[config.mk]
export PLATFORM = sky130hd
export DESIGN_NAME = score_bcd_counter
export DESIGN_NICKNAME = d
export VERILOG_FILES = /design/src/rtl/score_pkg.sv /design/src/rtl/bcd_digit.sv /design/src/rtl/score_bcd_counter.sv
export SDC_FILE = /design/constraint.sdc
export NUM_CORES = 1
export LEC_CHECK = 0
export BUFFER_PORTS_ARGS = -buffer_cell sky130_fd_sc_hd__clkbuf_2
export CORE_MARGIN = 2
export CORE_UTILIZATION = 52
export CTS_CLUSTER_DIAMETER = 150
export DETAILED_ROUTE_END_ITERATION = 8
export HOLD_SLACK_MARGIN = 0.08
export PLACE_DENSITY = 0.85
export SLEW_MARGIN = 25
export SYNTH_ARGS = -nofsm -noshare
export SYNTH_HDL_FRONTEND = slang
export SYNTH_SLANG_ARGS = --single-unit
[constraint.sdc]
create_clock -name clk -period 5.3 [get_ports clk]
set_input_delay 1.325 -clock clk [delete_from_list [all_inputs] [get_ports clk]]
set_output_delay 1.325 -clock clk [all_outputs]
set_load 0.1 [all_outputs]
[src/rtl/score_pkg.sv]
// Shared constants for the BCD score counter and its digit cells.
package score_pkg;

  localparam int unsigned BCD_W      = 4;
  localparam logic [3:0]  BCD_MAX    = 4'd9;
  localparam logic [3:0]  BCD_ZERO   = 4'd0;
  localparam int unsigned MAX_DIGITS = 8;

endpackage : score_pkg

[src/rtl/bcd_digit.sv]
// One decimal digit of the score: a 4-bit register that counts 0..9 and
// passes a carry to the next digit when it rolls over.
module bcd_digit
  import score_pkg::*;
(
  input  logic             clk,
  input  logic             reset,
  input  logic             clr,
  input  logic             cin,
  output logic [BCD_W-1:0] q,
  output logic             cout
);

  // Carry ripples on combinationally so a whole chain settles in one cycle.
  assign cout = cin & (q == BCD_MAX);

  // Digit register: clear beats increment; 9 rolls to 0 so 10..15 never appear.
  always_ff @(posedge clk) begin
    if (reset) begin
      q <= BCD_ZERO;
    end else if (clr) begin
      q <= BCD_ZERO;
    end else if (cin) begin
      q <= (q == BCD_MAX) ? BCD_ZERO : q + BCD_W'(1);
    end
  end

endmodule : bcd_digit

[src/rtl/score_bcd_counter.sv]
// Multi-digit BCD distance score with saturation and a latched high score.
module score_bcd_counter
  import score_pkg::*;
#(
  parameter int unsigned DIGITS = 4
) (
  input  logic                    clk,
  input  logic                    reset,
  input  logic                    run,
  input  logic                    inc,
  input  logic                    clear,
  input  logic                    game_over,
  output logic [BCD_W*DIGITS-1:0] score_bcd,
  output logic [BCD_W*DIGITS-1:0] hi_bcd,
  output logic                    saturated,
  output logic                    new_high
);

  localparam int unsigned W         = BCD_W * DIGITS;
  localparam logic [3:0]  BCD_EIGHT = BCD_MAX - BCD_W'(1);

  logic [DIGITS:0] carry;
  logic [W-1:0]    score;
  logic            next_nines;
  logic            sat_next;

  // Increment request entering the ones digit.
  assign carry[0] = run & inc & ~clear & ~saturated;

  // Digit chain, ones digit first.
  for (genvar i = 0; i < DIGITS; i++) begin : g_digit
    bcd_digit u_digit (
      .clk   (clk),
      .reset (reset),
      .clr   (clear),
      .cin   (carry[i]),
      .q     (score[BCD_W*i +: BCD_W]),
      .cout  (carry[i+1])
    );
  end

  assign score_bcd = score;

  // Predict whether every digit will read 9 after this edge.
  always_comb begin
    next_nines = 1'b1;
    for (int i = 0; i < int'(DIGITS); i++) begin
      if (carry[i]) begin
        if (score[BCD_W*i +: BCD_W] != BCD_EIGHT) next_nines = 1'b0;
      end else begin
        if (score[BCD_W*i +: BCD_W] != BCD_MAX) next_nines = 1'b0;
      end
    end
    sat_next = ~clear & ~carry[DIGITS] & next_nines;
  end

  // Saturation flag tracks the score register cycle for cycle.
  always_ff @(posedge clk) begin
    if (reset) begin
      saturated <= 1'b0;
    end else begin
      saturated <= sat_next;
    end
  end

  // High-score latch compares the pre-update score; BCD packing keeps numeric order.
  always_ff @(posedge clk) begin
    if (reset) begin
      hi_bcd   <= '0;
      new_high <= 1'b0;
    end else begin
      new_high <= 1'b0;
      if (game_over && (score > hi_bcd)) begin
        hi_bcd   <= score;
        new_high <= 1'b1;
      end
    end
  end

endmodule : score_bcd_counter

==> results of run 1 <==
## final timing paths
| kind | start | endpoint | slack (ps) | cells after the start |
|---|---|---|---|---|
| worst max register to register | g_digit[0].u_digit.q[1] | hi_bcd[5] | 2810 | 6 |
| worst min-delay path | hi_bcd[4] | hi_bcd[4] | 500 | 1 |
| worst max-delay path | g_digit[3].u_digit.q[1] | score_bcd[13] | 2680 | 1 |
| worst min register to register | hi_bcd[4] | hi_bcd[4] | 500 | 1 |
## registers in the layout, indices dropped and copies added, names as in the netlist
name and cells:
g_digit.u_digit.q 16, hi_bcd 16, new_high 1, saturated 1
## layout make-up
class                   count  area, um2
fillers                   309       1400
multi-input cells         139       1110
flip-flops and latches     34        681
repair buffers             39        195
inverters                  20       75.1
clock buffers               6       72.6
well taps                  48       60.1
clock inverters             2       13.8
## where the power goes
| part | internal (uW) | switching [uW] | total (uW) |
|---|---|---|---|
| Clock | 92.6 | 95.4 | 188 |
| Sequential | 256 | 0.350 | 256 |
| Combinational | 5.20 | 13.0 | 18.2 |
## cell usage in the layout, fill, tap and decap left out, types with 7 or more instances in the layout
| cell | n |
|---|---|
| ha_1 | 16 |
| inv_1 | 20 |
| dfxtp_1 | 34 |
| a22o_1 | 14 |
| a21oi_1 | 13 |
| clkbuf_2 | 39 |
| o21ai_0 | 7 |
| nand2_1 | 10 |
| nor2b_1 | 9 |
| nor2_1 | 16 |
## per-layer routing
layer  GRT usage  share of wire  vias to the layer above
li1            -              -                      779
met1       0.241           0.46                      753
met2       0.349           0.48                       50
met3      0.0486          0.048                       10
met4      0.0718          0.015                        0
met5           0              0                        -
## cells by family (layout without fill, tap and decap cells)
kind of cell             after synthesis  after routing  share of synthesized area
flip-flops                            34             34                      0.356
AND/OR/NAND/NOR                       64             64                      0.211
AO/OA/AOI/OAI                         49             49                      0.217
multiplexers                           1              1                    0.00524
adder cells (fa/ha/maj)               16             16                      0.105
XOR/XNOR                               9              9                     0.0412
buffers and inverters                 26             67                     0.0648
## through the flow
step	area, um2	hold WS, ps	utilization	setup slack (ps)
floorplan	1910	945	-	2530
global placement	2120	479	0.587	2470
detailed placement	2120	488	0.587	2430
CTS	2200	506	0.611	2670
global route	2200	518	0.611	2550
finish	2200	499	0.611	2680
==> impl_metrics.csv, run 1 <==
group,metric,value,unit
sta,maxSlewViolCount,0,
worst_setup_path,crit_path_end_kind,"output pin",
drt,drcViolationCount,0,
worst_setup_path,path_class,"flop to output pin",
place,dp_cells,280,
pwr,p_per_area,210,mW/mm2
pwr,leakage,0.000930,uW
sta,min_period,2620,ps
sta,worst_slew_pin_slew,925,ps
sta,hold_viol,0,
floorplan,start_util,0.530,
synth,yosys-top-cells-count,"dfxtp_1, inv_1, ha_1, nor2_1, a22o_1",
synth,netlist.area_leader.share,0.356,
worst_setup_path,path_cells,"clkbuf_2",
worst_setup_path,startpoint_type,"flop",
sta,rsz0062_at_grt,"false",
drt,ant_nets,0,
synth,syn_inst,199,
drt,first_pass_iters,4,
sta,slew_headroom,0.381,
floorplan,num_rows,22,
grt,grt_pass1_vias,1449,
clock_network,cts-buffers-inserted,5,
sta,fmax,382,MHz
synth,ys_warn_count,0,
drt,first_iter_violations,63,
synth,synthFlopType,"dfxtp_1",
worst_setup_path,critPathSlowestCell,"clkbuf_2",
sta,fin_tns_setup,0,ps
clock_network,ctsHoldBuffers,0,
synth,yosysTopAreaCell,"dfxtp_1",
grt,antenna_found_initial,0,
place,gp_congestion,0.745,
pwr,p_total,462,uW
cells_and_area,area_growth,15.3,%
cells_and_area,instances_no_fill,288,
synth,syn_nets,221,
floorplan,io_pins,40,
place,dp_hpwl,2860,um
synth,ys_seq_area_frac,0.356,
grt,grt_pass1_wl,6530,um
place,io_buffers,39,
clock_network,cts_setup_buffers,0,
cells_and_area,fin_nets,261,
grt,overflow,0,
grt,grt_max_degree,17,
worst_setup_path,critPathMaxStageDelay,520,ps
clock_network,cts_htree_levels,2,
clock_network,cts_tree,"yes",
clock_network,clockRootBuffer,"clkbuf_8",
clock_network,ctsResizeCount,0,
sta,finalClockSkew,8.67,ps
worst_setup_path,cp_max_fo,9,
cells_and_area,diodes,0,
sta,setup_viol,0,
floorplan,core-area,0.00361,mm2
worst_setup_path,crit_arrival,1290,ps
floorplan,die_area,0.00418,mm2
drt,vias,1592,
synth,async_reset_ff_frac,0,
synth,synth_edf_count,0,
clock_network,clock_latency,290,ps
outcome,status,"finished, final reports clean",
cells_and_area,drive_above_1_share,0.267,
flow_run,drv_cap,0,
grt,grtUsageTotal,0.201,
clock_network,numClockSinks,34,
clock_network,clk_pin_slew,70,ps
drt,drt-vias-per-instance,5.53,
worst_setup_path,cp_data_required_time,3970,ps
drt,wl,3880,um
drt,avgRoutedWirePerCell,13.5,um
floorplan,die_h,64.6,um
worst_setup_path,path_delay_family,"buffers and inverters",
synth,synth_most_common_cell,"dfxtp_1",
worst_setup_path,crit_buf_inv,1,
clock_network,cts_buffer_depth,2,
sta,period_share,0.494,
min_path,min_path_type,"flop to flop",
floorplan,dieWidth,64.6,um
synth,ys_ff_latch,34,
synth,syn_area,0.00191,mm2
pwr,ir_worst_vdd,0.116,mV
synth,synth_area_leaders,"dfxtp_1, ha_1, a22o_1",
synth,yosysUniqueCellTypes,45,
synth,avgSynthCellArea,9.61,um2
Power figures use the tool's default switching activity.
==> inputs of run 2 (changes only) <==
CORE_UTILIZATION = 49   (was 52)
clock period = 2.3 ns   (was 5.3 ns; I/O delays follow)
==> impl_metrics.csv, run 2 (synthesis results as in run 1) <==
group,metric,value,unit
worst_setup_path,r2r_start,"hi_bcd[11]",
clock_network,numClockSinks,34,
sta,fin_tns_setup,0,ps
pwr,p_per_area,492,mW/mm2
worst_setup_path,rr_endpoint,"hi_bcd[14]",
clock_network,cts_htree_levels,2,
place,io_buffers,39,
sta,maxSlewViolCount,0,
grt,grtUsageTotal,0.194,
cells_and_area,utilization,0.625,
min_path,min_path_cells,1,
place,dp_hpwl,2950,um
clock_network,cts_setup_buffers,2,
floorplan,die_h,66.5,um
worst_setup_path,critPathMaxStageDelay,500,ps
worst_setup_path,crit_top_cell,"o41ai_4",
clock_network,cts-buffers-inserted,5,
floorplan,io_pins,40,
worst_setup_path,critPathLaunch,"hi_bcd[11]",
clock_network,clockRootBuffer,"clkbuf_8",
drt,drcViolationCount,0,
pwr,ir_worst_vdd,0.357,mV
outcome,status,"finished, final reports clean",
cells_and_area,diodes,0,
grt,overflow,0,
cells_and_area,final_common_cell,"clkbuf_2",
sta,worst_slew_pin_slew,545,ps
cells_and_area,largestRegisters,"g_digit.u_digit.q: 16 flops, hi_bcd: 16 flops",
clock_network,ctsResizeCount,0,
clock_network,clk_pin_slew,70,ps
flow_run,drv_cap,0,
worst_setup_path,critPathSlowestCell,"o41ai_4",
grt,grt_pass1_vias,1400,
sta,finalClockSkew,3.00,ps
worst_setup_path,path_cells,"inv_1, ha_1, nand4_2, o41ai_4, nand2b_1, o41ai_4, buf_4, a22o_1",
clock_network,ctsHoldBuffers,0,
floorplan,num_rows,22,
worst_setup_path,setup.reg_to_reg.worst_slack,210,ps
drt,avgRoutedWirePerCell,13.7,um
floorplan,die_area,0.00442,mm2
worst_setup_path,cp_data_required_time,2520,ps
cells_and_area,mostFrequentLayoutCells,"clkbuf_2, dfxtp_2, inv_1",
grt,grt_max_degree,17,
floorplan,dieWidth,66.5,um
min_path,hold_end,"hi_bcd[12]",
drt,drt-vias-per-instance,5.33,
worst_setup_path,cp_max_fo,8,
sta,rsz0062_at_grt,"false",
drt,vias,1563,
sta,slew_headroom,0.638,
drt,first_pass_iters,4,
sta,hold_viol,0,
cells_and_area,fillCellCount,307,
sta,fmax,479,MHz
drt,first_iter_violations,95,
place,gp_congestion,0.865,
worst_setup_path,crit_path_end_kind,"flop",
min_path,hold_start,"hi_bcd[12]",
cells_and_area,drive_above_1_share,0.416,
worst_setup_path,crit_arrival,2310,ps
grt,grt_pass1_wl,6480,um
cells_and_area,fin_nets,266,
clock_network,clock_latency,280,ps
worst_setup_path,startpoint_type,"flop",
floorplan,start_util,0.514,
drt,ant_nets,0,
clock_network,cts_tree,"yes",
sta,min_period,2090,ps
clock_network,cts_buffer_depth,2,
worst_setup_path,rr_worst_depth,8,
cells_and_area,area_growth,21.5,%
min_path,min_path_type,"flop to flop",
worst_setup_path,path_class,"flop to flop",
floorplan,core-area,0.00372,mm2
drt,wl,4020,um
grt,antenna_found_initial,0,
sta,setup_viol,0,
pwr,leakage,0.000987,uW
sta,period_share,0.908,
==> run 2: how the worst max path moves through the flow <==
stage | slack [ps] | end | cells past startpoint
6_report | 210 | hi_bcd[14] | 8
5_1_grt | 100 | hi_bcd[10] | 8
4_1_cts | 220 | hi_bcd[5] | 6
3_5_place_dp | -30 | hi_bcd[5] | 6
3_3_place_gp | 8 | hi_bcd[5] | 6
2_1_floorplan | 4 | hi_bcd[10] | 8
==> run 2: per-layer routing <==
layer | wire length (um) | track usage
met1 | 1890 | 0.243
met2 | 1910 | 0.328
met3 | 192 | 0.0456
met4 | 34 | 0.0612
met5 | 0 | 0
==> run 2: layout make-up <==
class,instances,area [um2],area share
inverters,20,75.1,0.0323
clock buffers,8,110,0.0474
multi-input cells,139,1110,0.477
flip-flops and latches,34,738,0.318
well taps,48,60.1,0.0258
repair buffers,44,233,0.100
==> run 2: where the power goes <==
group          leakage (uW)  switching, uW  total, uW  internal [uW]
Clock             0.0000575            212        514            302
Sequential         0.000292          0.745        582            581
Combinational      0.000637           31.9       46.7           14.7
==> run 2: metrics by stage <==
| step | hold WS [ps] | total power [uW] | setup WS [ps] | instances | area, um2 |
|---|---|---|---|---|---|
| 2_1_floorplan | 663 | 629 | 4.10 | 199 | 1970 |
| 3_3_place_gp | 461 | 637 | 7.62 | 283 | 2200 |
| 3_5_place_dp | 464 | 638 | -30.3 | 283 | 2200 |
| 4_1_cts | 481 | 1150 | 216 | 293 | 2320 |
| 5_1_grt | 497 | 1180 | 99.6 | 293 | 2320 |
| 6_report | 480 | 1140 | 212 | 293 | 2320 |
==> run 2: worst max-delay path, delay by kind of cell, from the launching register on <==
family	cells	cell delay [ps]
compound gates	3	710
fa+ha+maj	1	320
buf+inv	2	270
flops	1	350
simple gates	2	380
